==> src/rtl/avm_uart_frame_rx.sv <==
// avm_uart_frame_rx: Avalon-MM master polling the RS232 UART core and assembling sync-delimited sensor frames
// Optional ACK transmit after each accepted frame: define UART_FRAME_ACK_TX_EN
module avm_uart_frame_rx #(
    parameter int         N_CH        = 5,
    parameter int         CH_BYTES    = 2,
    parameter logic [7:0] SYNC_BYTE   = 8'hA5,
    parameter logic [4:0] RX_BASE     = 5'd0,
    parameter logic [4:0] TX_BASE     = 5'd4,
    parameter logic [4:0] STATUS_BASE = 5'd8,
    parameter int         RX_OK_BIT   = 7,
    parameter int         TX_OK_BIT   = 6,
    parameter logic [7:0] ACK_BYTE    = 8'h06
) (
    input  logic                         avm_clk,
    input  logic                         avm_rst,
    output logic [4:0]                   avm_address,
    output logic                         avm_read,
    input  logic [31:0]                  avm_readdata,
    output logic                         avm_write,
    output logic [31:0]                  avm_writedata,
    input  logic                         avm_waitrequest,
    output logic [N_CH*8*CH_BYTES-1:0]   o_frame_data,
    output logic                         o_frame_valid,
    input  logic                         i_frame_ready,
    output logic [15:0]                  o_frame_cnt,
    output logic [15:0]                  o_drop_cnt
);
    localparam int CH_W = 8 * CH_BYTES;
    localparam int FW   = N_CH * CH_W;
    localparam int NB   = N_CH * CH_BYTES;
    localparam int BCW  = $clog2(NB + 1);

    localparam logic [2:0] S_POLL     = 3'd0;
    localparam logic [2:0] S_READ     = 3'd1;
    localparam logic [2:0] S_OUT      = 3'd2;
`ifdef UART_FRAME_ACK_TX_EN
    localparam logic [2:0] S_ACK_POLL = 3'd3;
    localparam logic [2:0] S_ACK_TX   = 3'd4;
`endif

    logic [2:0]     state_q, state_d;
    logic           hunt_q, hunt_d;
    logic [BCW-1:0] byte_cnt_q, byte_cnt_d;
    logic [FW-1:0]  shift_q, shift_d;
    logic [4:0]     addr_q, addr_d;
    logic           read_q, read_d;
    logic [FW-1:0]  data_q, data_d;
    logic           valid_q, valid_d;
    logic [15:0]    frame_cnt_q, frame_cnt_d;
    logic [15:0]    drop_cnt_q, drop_cnt_d;
    logic           rd_done;
    logic [7:0]     rx_byte;
    logic [BCW-1:0] cnt_inc;
    logic [FW-1:0]  shift_in;
    logic           unused_bits;

`ifdef UART_FRAME_ACK_TX_EN
    logic           write_q, write_d;
    logic [31:0]    wdata_q, wdata_d;
    logic           wr_done;
    assign wr_done       = write_q && !avm_waitrequest;
    assign avm_write     = write_q;
    assign avm_writedata = wdata_q;
    assign unused_bits   = ^avm_readdata[31:8];
`else
    assign avm_write     = 1'b0;
    assign avm_writedata = 32'd0;
    assign unused_bits   = ^{avm_readdata[31:8], avm_readdata[TX_OK_BIT], TX_BASE, ACK_BYTE};
`endif

    assign rd_done       = read_q && !avm_waitrequest;
    assign rx_byte       = avm_readdata[7:0];
    assign cnt_inc       = byte_cnt_q + 1'b1;
    assign shift_in      = (shift_q << 8) | FW'(rx_byte);
    assign avm_address   = addr_q;
    assign avm_read      = read_q;
    assign o_frame_data  = data_q;
    assign o_frame_valid = valid_q;
    assign o_frame_cnt   = frame_cnt_q;
    assign o_drop_cnt    = drop_cnt_q;

    // Next-state logic: the following Avalon command is chosen on the edge that completes the current one
    always_comb begin
        state_d     = state_q;
        hunt_d      = hunt_q;
        byte_cnt_d  = byte_cnt_q;
        shift_d     = shift_q;
        addr_d      = addr_q;
        read_d      = read_q;
        data_d      = data_q;
        valid_d     = valid_q;
        frame_cnt_d = frame_cnt_q;
        drop_cnt_d  = drop_cnt_q;
`ifdef UART_FRAME_ACK_TX_EN
        write_d     = write_q;
        wdata_d     = wdata_q;
`endif
        case (state_q)
            S_POLL: begin
                if (!read_q) begin
                    read_d = 1'b1;
                    addr_d = STATUS_BASE;
                end else if (rd_done && avm_readdata[RX_OK_BIT]) begin
                    state_d = S_READ;
                    addr_d  = RX_BASE;
                end
            end
            S_READ: begin
                if (rd_done) begin
                    state_d = S_POLL;
                    addr_d  = STATUS_BASE;
                    if (hunt_q) begin
                        if (rx_byte == SYNC_BYTE) begin
                            hunt_d     = 1'b0;
                            byte_cnt_d = '0;
                        end else if (drop_cnt_q != 16'hFFFF) begin
                            drop_cnt_d = drop_cnt_q + 16'd1;
                        end
                    end else begin
                        shift_d    = shift_in;
                        byte_cnt_d = cnt_inc;
                        if (cnt_inc == BCW'(NB)) begin
                            state_d    = S_OUT;
                            read_d     = 1'b0;
                            hunt_d     = 1'b1;
                            byte_cnt_d = '0;
                            data_d     = shift_in;
                            valid_d    = 1'b1;
                        end
                    end
                end
            end
            S_OUT: begin
                if (valid_q && i_frame_ready) begin
                    valid_d     = 1'b0;
                    frame_cnt_d = frame_cnt_q + 16'd1;
                    read_d      = 1'b1;
                    addr_d      = STATUS_BASE;
`ifdef UART_FRAME_ACK_TX_EN
                    state_d     = S_ACK_POLL;
`else
                    state_d     = S_POLL;
`endif
                end
            end
`ifdef UART_FRAME_ACK_TX_EN
            S_ACK_POLL: begin
                if (rd_done && avm_readdata[TX_OK_BIT]) begin
                    state_d = S_ACK_TX;
                    read_d  = 1'b0;
                    write_d = 1'b1;
                    addr_d  = TX_BASE;
                    wdata_d = {24'd0, ACK_BYTE};
                end
            end
            S_ACK_TX: begin
                if (wr_done) begin
                    state_d = S_POLL;
                    write_d = 1'b0;
                    read_d  = 1'b1;
                    addr_d  = STATUS_BASE;
                end
            end
`endif
            default: begin
                state_d = S_POLL;
                read_d  = 1'b1;
                addr_d  = STATUS_BASE;
`ifdef UART_FRAME_ACK_TX_EN
                write_d = 1'b0;
`endif
            end
        endcase
    end

    // State and registered Avalon outputs; reset drops strobes at once and discards any partial frame
    always_ff @(posedge avm_clk or negedge avm_rst) begin
        if (!avm_rst) begin
            state_q     <= S_POLL;
            hunt_q      <= 1'b1;
            byte_cnt_q  <= '0;
            shift_q     <= '0;
            addr_q      <= STATUS_BASE;
            read_q      <= 1'b0;
            data_q      <= '0;
            valid_q     <= 1'b0;
            frame_cnt_q <= 16'd0;
            drop_cnt_q  <= 16'd0;
        end else begin
            state_q     <= state_d;
            hunt_q      <= hunt_d;
            byte_cnt_q  <= byte_cnt_d;
            shift_q     <= shift_d;
            addr_q      <= addr_d;
            read_q      <= read_d;
            data_q      <= data_d;
            valid_q     <= valid_d;
            frame_cnt_q <= frame_cnt_d;
            drop_cnt_q  <= drop_cnt_d;
        end
    end

`ifdef UART_FRAME_ACK_TX_EN
    // ACK write strobe and data, registered like the read side
    always_ff @(posedge avm_clk or negedge avm_rst) begin
        if (!avm_rst) begin
            write_q <= 1'b0;
            wdata_q <= 32'd0;
        end else begin
            write_q <= write_d;
            wdata_q <= wdata_d;
        end
    end
`endif

endmodule

==> config.mk <==
export PLATFORM = sky130hd
export DESIGN_NAME = avm_uart_frame_rx
export DESIGN_NICKNAME = d
export VERILOG_FILES = /design/src/rtl/avm_uart_frame_rx.sv
export SDC_FILE = /design/constraint.sdc
export NUM_CORES = 1
export LEC_CHECK = 0
export BUFFER_PORTS_ARGS = -buffer_cell sky130_fd_sc_hd__buf_4
export CAP_MARGIN = 0
export CORE_MARGIN = 4
export CORE_UTILIZATION = 50
export CTS_BUF_LIST = sky130_fd_sc_hd__clkbuf_2
export CTS_CLUSTER_DIAMETER = 50
export DETAILED_ROUTE_END_ITERATION = 12
export PLACE_DENSITY_LB_ADDON = 0.2
export SKIP_LAST_GASP = 1
export SLEW_MARGIN = 5
export SYNTH_ARGS = -nofsm -noshare
export SYNTH_HDL_FRONTEND = slang
export SYNTH_SLANG_ARGS = --single-unit
==> constraint.sdc <==
create_clock -name avm_clk -period 1.7 [get_ports avm_clk]
set_input_delay 0.17 -clock avm_clk [delete_from_list [all_inputs] [get_ports avm_clk]]
set_output_delay 0.17 -clock avm_clk [all_outputs]
set_load 0.01 [all_outputs]
==> reports/metrics.sh, run 1 <==
STATUS='complete, but fails checks'
VIOLATED_CHECKS='setup timing'
VIAS=5070
SYNTHTOLAYOUTAREAGROWTH_PCT=40.04
GRT_PASS1_WL_UM=28030
NUMBER_OF_ANTENNA_VIOLATIONS_AT_THE_FIRST_CHECK_IN_GLOBAL_ROUTING=1
DP_CELLS=909
TRITONCTS_CLOCK_TREE='built'
CAP_VIOLATIONS=0
CELL_TYPE_GROUP_WITH_THE_LARGEST_TOTAL_DELAY_ON_THE_CRITICAL_PATH='flip-flops'
MIN_PATH_TYPE='input pin to register'
MAXIMUM_VDD_IR_DROP_uV=900.0
DIE_X_UM=134.4
WHS_PATH_DEPTH=3
DRIVE_ABOVE_1_SHARE_PCT=57.27
CPPEAKSTAGEDELAY_PS=520
IO_BUFFERS=126
LEAKAGE_nW=5.619
SYN_AREA_UM2=7993
GPL.FINAL_WEIGHTED_CONGESTION=0.8196
FMAX_MHz=514.1
SYNTH-SEQ-CELLS=194
SYNTH-ASYNC-RESET-RATIO_PCT=100.0
HTREE_NUM_LEVELS=4
CLKSINKCOUNT=194
SKEW_PS=44.34
FINAL_CORE_UTIL_PCT=72.55
GLOBALROUTE.TOTALOVERFLOW=0
RR_ENDPOINT='o_frame_data[36]'
SLEW_HEADROOM_PCT=65.66
DPL-INSTANCE-AREA_UM2=9525
CTS_BUFS_INSERTED=17
CORE_REGION_AREA_UM2=15430
TIMING.FINAL.MAX_SLEW_VIOLATIONS=0
CTS_BUFFER_DEPTH=2
IOS=188
GRT_START_MAX_NET_PINS=58
FINAL.PERIOD_UTILIZATION_PCT=114.4
LIBRARY_CELL_OCCUPYING_THE_MOST_AREA_IN_THE_POST_SYNTHESIS_NETLIST='dfrtp_1'
SYNTH-WARNING-COUNT=0
WL_PER_CELL_UM=18.79
LAYOUT.CELLS.NON_FILLER=996
DRT-PASS1-ITER-COUNT=4
TIGHTESTPINTRANSITION_PS=515.1
STDCELL_AREA_UM2=11190
SYNTHESIS.AREA_PER_INSTANCE_UM2=14.61
CRIT_PATH_FREQUENT_CELL='buf_12'
WHS_PS=199.5
DIEHEIGHT_UM=134.4
CLOCK_TREE.ROOT_CELL='clkbuf_2'
FINALSETUPVIOLATIONS=168
DRT-TOTAL-WL_UM=18710
HP-START='avm_readdata[1]'
DR.FIRST_ITER.DRC_COUNT=253
CLK_TRANSITION_REPORTED_PATHS_PS=290
FIRST_GLOBAL_VIAS=5245
INITIAL_UTILIZATION_PCT=51.81
GR-USAGE-ALL-LAYERS_PCT=19.65
FINAL_PERIOD_MINUS_WORST_SETUP_SLACK_PS=1945
POSTROUTEANTENNANETS=0
WORST-ENDPOINT-ARRIVAL_PS=2630
YOSYS-TOP-CELLS-AREA='dfrtp_1 (60%), mux2_2 (22%), buf_4 (4.2%)'
LAYOUT.CELLS.MOST_COMMON_LIST='dfrtp_1 (182), buf_4 (160), mux2_4 (113), mux2_2 (43), conb_1 (37)'
SYNTH-MAIN-FF-CELL='dfrtp_1'
CP_MAX_FO=7
CRITPATHLAUNCHTYPE='register'
WORSTSETUPENDPOINTTYPE='register'
RR_STARTPOINT='byte_cnt_q[0]'
DIEAREA_UM2=18070
PLACEMENTROWS=45
POWER-PER-CELL-AREA_nW_PER_UM2=1259
CRIT_CHAIN='ha_4, nor2_4, o21ai_4, nor3_4, buf_12, buf_12, buf_16, mux2_2'
FINAL.SETUP.WORST_SLACK_PS=-245.3
WORST-R2R-SETUP-SLACK_PS=-250
MOST_COMMON_CELL_AFTER_LAYOUT_FILL_AND_TAPS_ASIDE='dfrtp_1'
CRITICAL_PATH_CLASS='register to register'
CLOCK_LATENCY_PS=760
WORSTREGTOREGCELLS=8
WORST-ENDPOINT-REQUIRED_PS=2380
CELL_AT_THE_SLOWEST_STAGE_OF_THE_CRITICAL_PATH='dfrtp_2'
FINAL-HOLD-VIOLATION-COUNT=0
NUM-NETS-FINAL=811
PLACE.DETAILED.HPWL_UM=10920
CRITICAL_PATH_BUF_INV_COUNT=3
WHS_ENDPOINT='o_frame_data[1]'
NETLIST_INSTANCES=547
SYNTHDOMINANTCELLAREASHARE_PCT=60.11
DRC=0
YOSYSSEQAREASHARE_PCT=60.77
GRT_SETUP_UNREPAIRED='true'
DETAIL_ROUTE.VIAS_PER_CELL=5.090
SYNTH_CELL_TYPES=43
SYNTH_ENABLE_FLOP_CELLS=0
-- state kept, by name, indices dropped and copies added, names as in the netlist --
register	flops
avm_read	1
shift_q	72
avm_address	1
o_frame_cnt	16
state_q	2
o_frame_valid	1
hunt_q	1
o_drop_cnt	16
byte_cnt_q	4
o_frame_data	80
-- where the power goes --
group          switching (mW)  total [mW]  internal (mW)
combinational            1.56        4.58           3.03
sequential               1.14        7.13           5.98
clock                    1.66        2.38          0.723
total                    4.36        14.1           9.73
-- worst min-delay path, cell delays in order --
cell,delay [ps]
dlygate4sd3_1,530
buf_4,120
mux2_4,130
-- worst max path at each step --
stage	start	endpoint	slack [ps]	cells after the start
after floorplan	byte_cnt_q[1]	o_frame_data[12]	-60	7
after global placement	byte_cnt_q[0]	o_frame_data[25]	-160	6
after detailed placement	byte_cnt_q[0]	o_frame_data[23]	-240	6
after CTS	byte_cnt_q[0]	o_frame_data[60]	-210	8
after global routing	byte_cnt_q[0]	o_frame_data[36]	-290	8
final	byte_cnt_q[0]	o_frame_data[36]	-250	8
-- logic make-up after synthesis --
kind of cell	count (synthesis)	share of synthesized area, %
xor+xnor	30	3.287
flops	194	60.77
compound gates	17	1.378
simple gates	84	6.685
mux	156	21.98
buf+inv	61	5.229
other cells	1	0.04692
fa+ha+maj	4	0.6262
-- repair_timing --
| action | CTS | global route |
|---|---|---|
| setup buffers | 14 | 19 |
| endpoints found under the hold margin | 226 | 0 |
| pin swaps | 16 | 27 |
| gates cloned | 10 | 5 |
| resized for setup | 55 | 129 |
| hold buffers | 13 | 0 |
| setup endpoints to repair | 141 | 187 |
-- cell usage after synthesis (all sizes together), types with 3 or more instances --
cell type / number
nor2: 12
nand2b: 5
ha: 4
nand3: 8
a22o: 3
xor2: 12
nand2: 21
xnor2: 18
nor3: 10
dfrtp: 192
buf: 56
o21ai: 8
inv: 5
nor4: 3
nand4: 9
mux2: 156
-- cell type report --
cell class                      instances  area (um^2)
Antenna cell                            1        2.502
Clock buffer                           17        85.08
Clock inverter                         15        166.4
Fill cell                            1000         4234
Inverter                                5        18.77
Multi-Input combinational cell        328         3490
Sequential cell                       194         4870
Tap cell                              211        264.0
Timing Repair Buffer                  225         2297
-- per-stage QoR --
stage / setup WS [ps] / TNS [ps] / total power [mW]
finish: -245.3 / -22320 / 14.09
detailed placement: -243.4 / -17900 / 10.49
floorplan: -55.53 / -3463 / 8.801
CTS: -210.2 / -18080 / 13.22
global route: -286.0 / -30750 / 14.85
global placement: -157.9 / -11370 / 10.32
-- layer usage --
metal / wire (um) / global-route usage (%)
met5: 0 / 0
met4: 325 / 5.826
met3: 879 / 4.989
met2: 9424 / 32.77
met1: 8081 / 25.57
Power figures use the tool's default switching activity.
==> inputs of run 2 (changes only) <==
--- a/config.mk
+++ b/config.mk
@@ -14,7 +14,7 @@
 export DETAILED_ROUTE_END_ITERATION = 12
 export PLACE_DENSITY_LB_ADDON = 0.2
 export SKIP_LAST_GASP = 1
-export SLEW_MARGIN = 5
+export SLEW_MARGIN = 20
 export SYNTH_ARGS = -nofsm -noshare
 export SYNTH_HDL_FRONTEND = slang
 export SYNTH_SLANG_ARGS = --single-unit
==> constraint.sdc (replaced) <==
create_clock -name avm_clk -period 1.6 [get_ports avm_clk]
set_input_delay 0.16 -clock avm_clk [delete_from_list [all_inputs] [get_ports avm_clk]]
set_output_delay 0.16 -clock avm_clk [all_outputs]
set_load 0.01 [all_outputs]
==> run 2 against run 1 <==
Die area is the same. Worst hold slack gained 44 ps. Combinational power grew 9.6%. First-iteration DRC count shrank 29%. Largest cell class unchanged. Clock skew shrank 7.3 ps. The run still ends with setup timing left. Clock-buffer cell count grew 4. Total power grew 5.3%. Highest routed layer unchanged. Critical path depth shrank 1.
==> reports/metrics.sh, run 2 (synthesis gave the netlist of run 1 again) <==
STATUS='complete, but fails checks'
VIOLATED_CHECKS='setup timing'
SKEW_PS=37.02  # -7.325 ps
DP_CELLS=931  # +2.4%
NUMBER_OF_ANTENNA_VIOLATIONS_AT_THE_FIRST_CHECK_IN_GLOBAL_ROUTING=1  # unchanged
FIN_SETUP_TNS_PS=-38180  # -15870 ps
SYNTHTOLAYOUTAREAGROWTH_PCT=44.18
DIEAREA_UM2=18070  # unchanged
DRT-TOTAL-WL_UM=18770  # +0.30%
WORST-ENDPOINT-REQUIRED_PS=2210  # -170 ps
DIEHEIGHT_UM=134.4  # unchanged
SEQPWRFRAC_PCT=50.9  # +0.3 points
DRIVE_ABOVE_1_SHARE_PCT=60.02  # +2.8 points
POWER-PER-CELL-AREA_nW_PER_UM2=1287  # +2.3%
CP_MAX_FO=13  # +6
CPPEAKSTAGEDELAY_PS=480  # -40 ps
HP-START='avm_readdata[3]'
LEAKAGE_nW=5.877  # +4.6%
FIRST_GLOBAL_VIAS=5374  # +2.5%
FINAL-HOLD-VIOLATION-COUNT=0  # unchanged
PLACE.DETAILED.HPWL_UM=11430  # +4.6%
VIAS=5232  # +3.2%
TIMING.FINAL.MAX_SLEW_VIOLATIONS=0  # unchanged
CRIT_PATH_FREQUENT_CELL='buf_12'
CRITPATHLAUNCHTYPE='register'
DPL-INSTANCE-AREA_UM2=9753  # +2.4%
PLACEMENTROWS=45  # unchanged
CAP_VIOLATIONS=0  # unchanged
WHS_PATH_DEPTH=3  # unchanged
INITIAL_UTILIZATION_PCT=51.81  # unchanged
HTREE_NUM_LEVELS=4  # unchanged
CLK_TRANSITION_REPORTED_PATHS_PS=250  # -40 ps
CORE_REGION_AREA_UM2=15430  # unchanged
POSTROUTEANTENNANETS=0  # unchanged
LAYOUT.FILLER_CELLS=965  # -3.5%
GRT_PASS1_WL_UM=28060  # about the same
DRC=0  # unchanged
CELL_AT_THE_SLOWEST_STAGE_OF_THE_CRITICAL_PATH='dfrtp_1'
GLOBALROUTE.TOTALOVERFLOW=0  # unchanged
FINAL.SETUP.WORST_SLACK_PS=-362.3  # -117.0 ps
WORSTREGTOREGCELLS=7  # -1
POWER.SWITCHING_FRACTION_PCT=29.83  # -1.1 points
FINALSETUPVIOLATIONS=178  # +6.0%
CLOCK_TREE.ROOT_CELL='clkbuf_2'
DR.FIRST_ITER.DRC_COUNT=179  # -29%
FINAL_PERIOD_MINUS_WORST_SETUP_SLACK_PS=1962  # +17.00 ps
CLOCK_LATENCY_PS=720  # -40 ps
STDCELL_AREA_UM2=11520  # +3.0%
CTS_BUFFER_DEPTH=2  # unchanged
WORST-R2R-SETUP-SLACK_PS=-360  # -120 ps
IO_BUFFERS=126  # unchanged
TRITONCTS_CLOCK_TREE='built'
IOS=188  # unchanged
WL_PER_CELL_UM=17.96  # -4.4%
FINAL.PERIOD_UTILIZATION_PCT=122.6  # +8.2 points
CRITICAL_PATH_CLASS='register to register'
LAYOUT.CELLS.NON_FILLER=1045  # +4.9%
LAYOUT.CELLS.MOST_COMMON_LIST='dfrtp_1 (182), buf_4 (158), mux2_2 (82), buf_6 (76), mux2_4 (74)'
SWITCHINGPOWER_mW=4.425  # +1.5%
MIN_PATH_TYPE='input pin to register'
MOST_COMMON_CELL_AFTER_LAYOUT_FILL_AND_TAPS_ASIDE='dfrtp_1'
WORSTSETUPENDPOINTTYPE='register'
CRIT_CHAIN='nand3_1, xnor2_1, nand2_1, nor3_4, buf_12, buf_12, mux2_2'
FMAX_MHz=509.6  # -0.87%
CELL_TYPE_GROUP_WITH_THE_LARGEST_TOTAL_DELAY_ON_THE_CRITICAL_PATH='simple AND/OR/NAND/NOR gates'
WHS_ENDPOINT='o_frame_data[3]'
RR_STARTPOINT='byte_cnt_q[1]'
CTS_BUFS_INSERTED=17  # unchanged
WORST-ENDPOINT-ARRIVAL_PS=2570  # -60 ps
MAXIMUM_VDD_IR_DROP_uV=1119  # +24%
COMB_POWER_SHARE_PCT=33.9  # +1.4 points
DIE_X_UM=134.4  # unchanged
GR-USAGE-ALL-LAYERS_PCT=19.73  # +0.076 points
FLIP_FLOP_COUNT_OF_THE_LARGEST_REGISTER_ALL_COPIES_AND_WORDS_ADDED=80  # unchanged
PWR-SHARE-CLK_PCT=15.2  # -1.7 points
DRT-PASS1-ITER-COUNT=4  # unchanged
RR_ENDPOINT='o_frame_data[59]'
INTERNAL-POWER_mW=10.41  # +7.0%
GRT_SETUP_UNREPAIRED='true'
GPL.FINAL_WEIGHTED_CONGESTION=0.7942  # -3.1%
CRITICAL_PATH_BUF_INV_COUNT=2  # -1
NUM-NETS-FINAL=860  # +6.0%
CLKSINKCOUNT=194  # unchanged
DETAIL_ROUTE.VIAS_PER_CELL=5.007  # -1.6%
GRT_START_MAX_NET_PINS=53  # -8.6%
run 2: cell count changes in the layout (fill, tap and decap cells not counted), sizes merged:
| cell | change |
|---|---|
| clkinv | +4 |
| clkinvlp | -1 |
| clkbuf | +4 |
| inv | -7 |
| buf | +50 |
| dlygate4sd3 | -1 |
run 2: cell type report:
class / count / area (um^2) / share of cell area (%)
Tap cell: 211 / 264.0 / 2.291
Clock inverter: 11 / 112.6 / 0.9772
Sequential cell: 194 / 4870 / 42.26
Clock buffer: 21 / 105.1 / 0.9121
Multi-Input combinational cell: 328 / 3374 / 29.28
Inverter: 5 / 18.77 / 0.1629
Timing Repair Buffer: 274 / 2776 / 24.09
Antenna cell: 1 / 2.502 / 0.02172
run 2: worst reg2reg max path, cell delays in order, from the launching register on:
cell and delay (ps):
dfrtp_1 480, nand3_1 130, xnor2_1 180, nand2_1 130, nor3_4 260, buf_12 180, buf_12 160, mux2_2 350
run 2: per-layer routing:
layer	wire [um]	part of all wire, %	GRT usage, %
met4	363	1.9	6.052
met1	7787	41	25.62
met2	9634	51	32.85
met3	980	5.2	4.989
met5	0	0	0
run 2: power groups by stage:
stage / Clock [mW] / Combinational (mW) / Sequential, mW
after floorplan: 0 / 1.97 / 7.41
after global placement: 0 / 3.53 / 7.47
after detailed placement: 0 / 3.66 / 7.54
after CTS: 2.35 / 4.09 / 7.45
after global routing: 2.59 / 5.36 / 7.75
final: 2.26 / 5.02 / 7.55
run 2: timing repair:
item                                   4_1_cts  5_1_grt
gates resized for setup                     73      118
endpoints found under the hold margin      218        0
gates cloned                                 5        4
buffers inserted                            34       33
pin swaps                                   23       23
hold buffers                                12        0
setup endpoints to repair                  202      250
run 2: worst max-delay path by stage:
stage | startpoint | to | slack (ps) | depth (start not counted)
finish | byte_cnt_q[1] | o_frame_data[59] | -360 | 7
global route | byte_cnt_q[1] | o_frame_data[78] | -420 | 7
CTS | byte_cnt_q[2] | o_frame_data[78] | -260 | 7
detailed placement | byte_cnt_q[0] | o_frame_data[59] | -290 | 7
global placement | avm_readdata[4] | o_drop_cnt[6] | -230 | 8
floorplan | byte_cnt_q[1] | o_frame_data[12] | -160 | 7
run 2: per-stage QoR:
stage | utilization [%] | power, mW | hold slack, ps | setup WS [ps]
2_1_floorplan | - | 9.377 | -135.6 | -155.5
3_3_place_gp | 63.22 | 11.00 | 150.8 | -233.7
3_5_place_dp | 63.22 | 11.21 | 153.8 | -290.9
4_1_cts | 69.76 | 13.89 | 143.8 | -259.7
5_1_grt | 74.70 | 15.70 | 130.2 | -424.8
6_report | 74.70 | 14.83 | 243.2 | -362.3
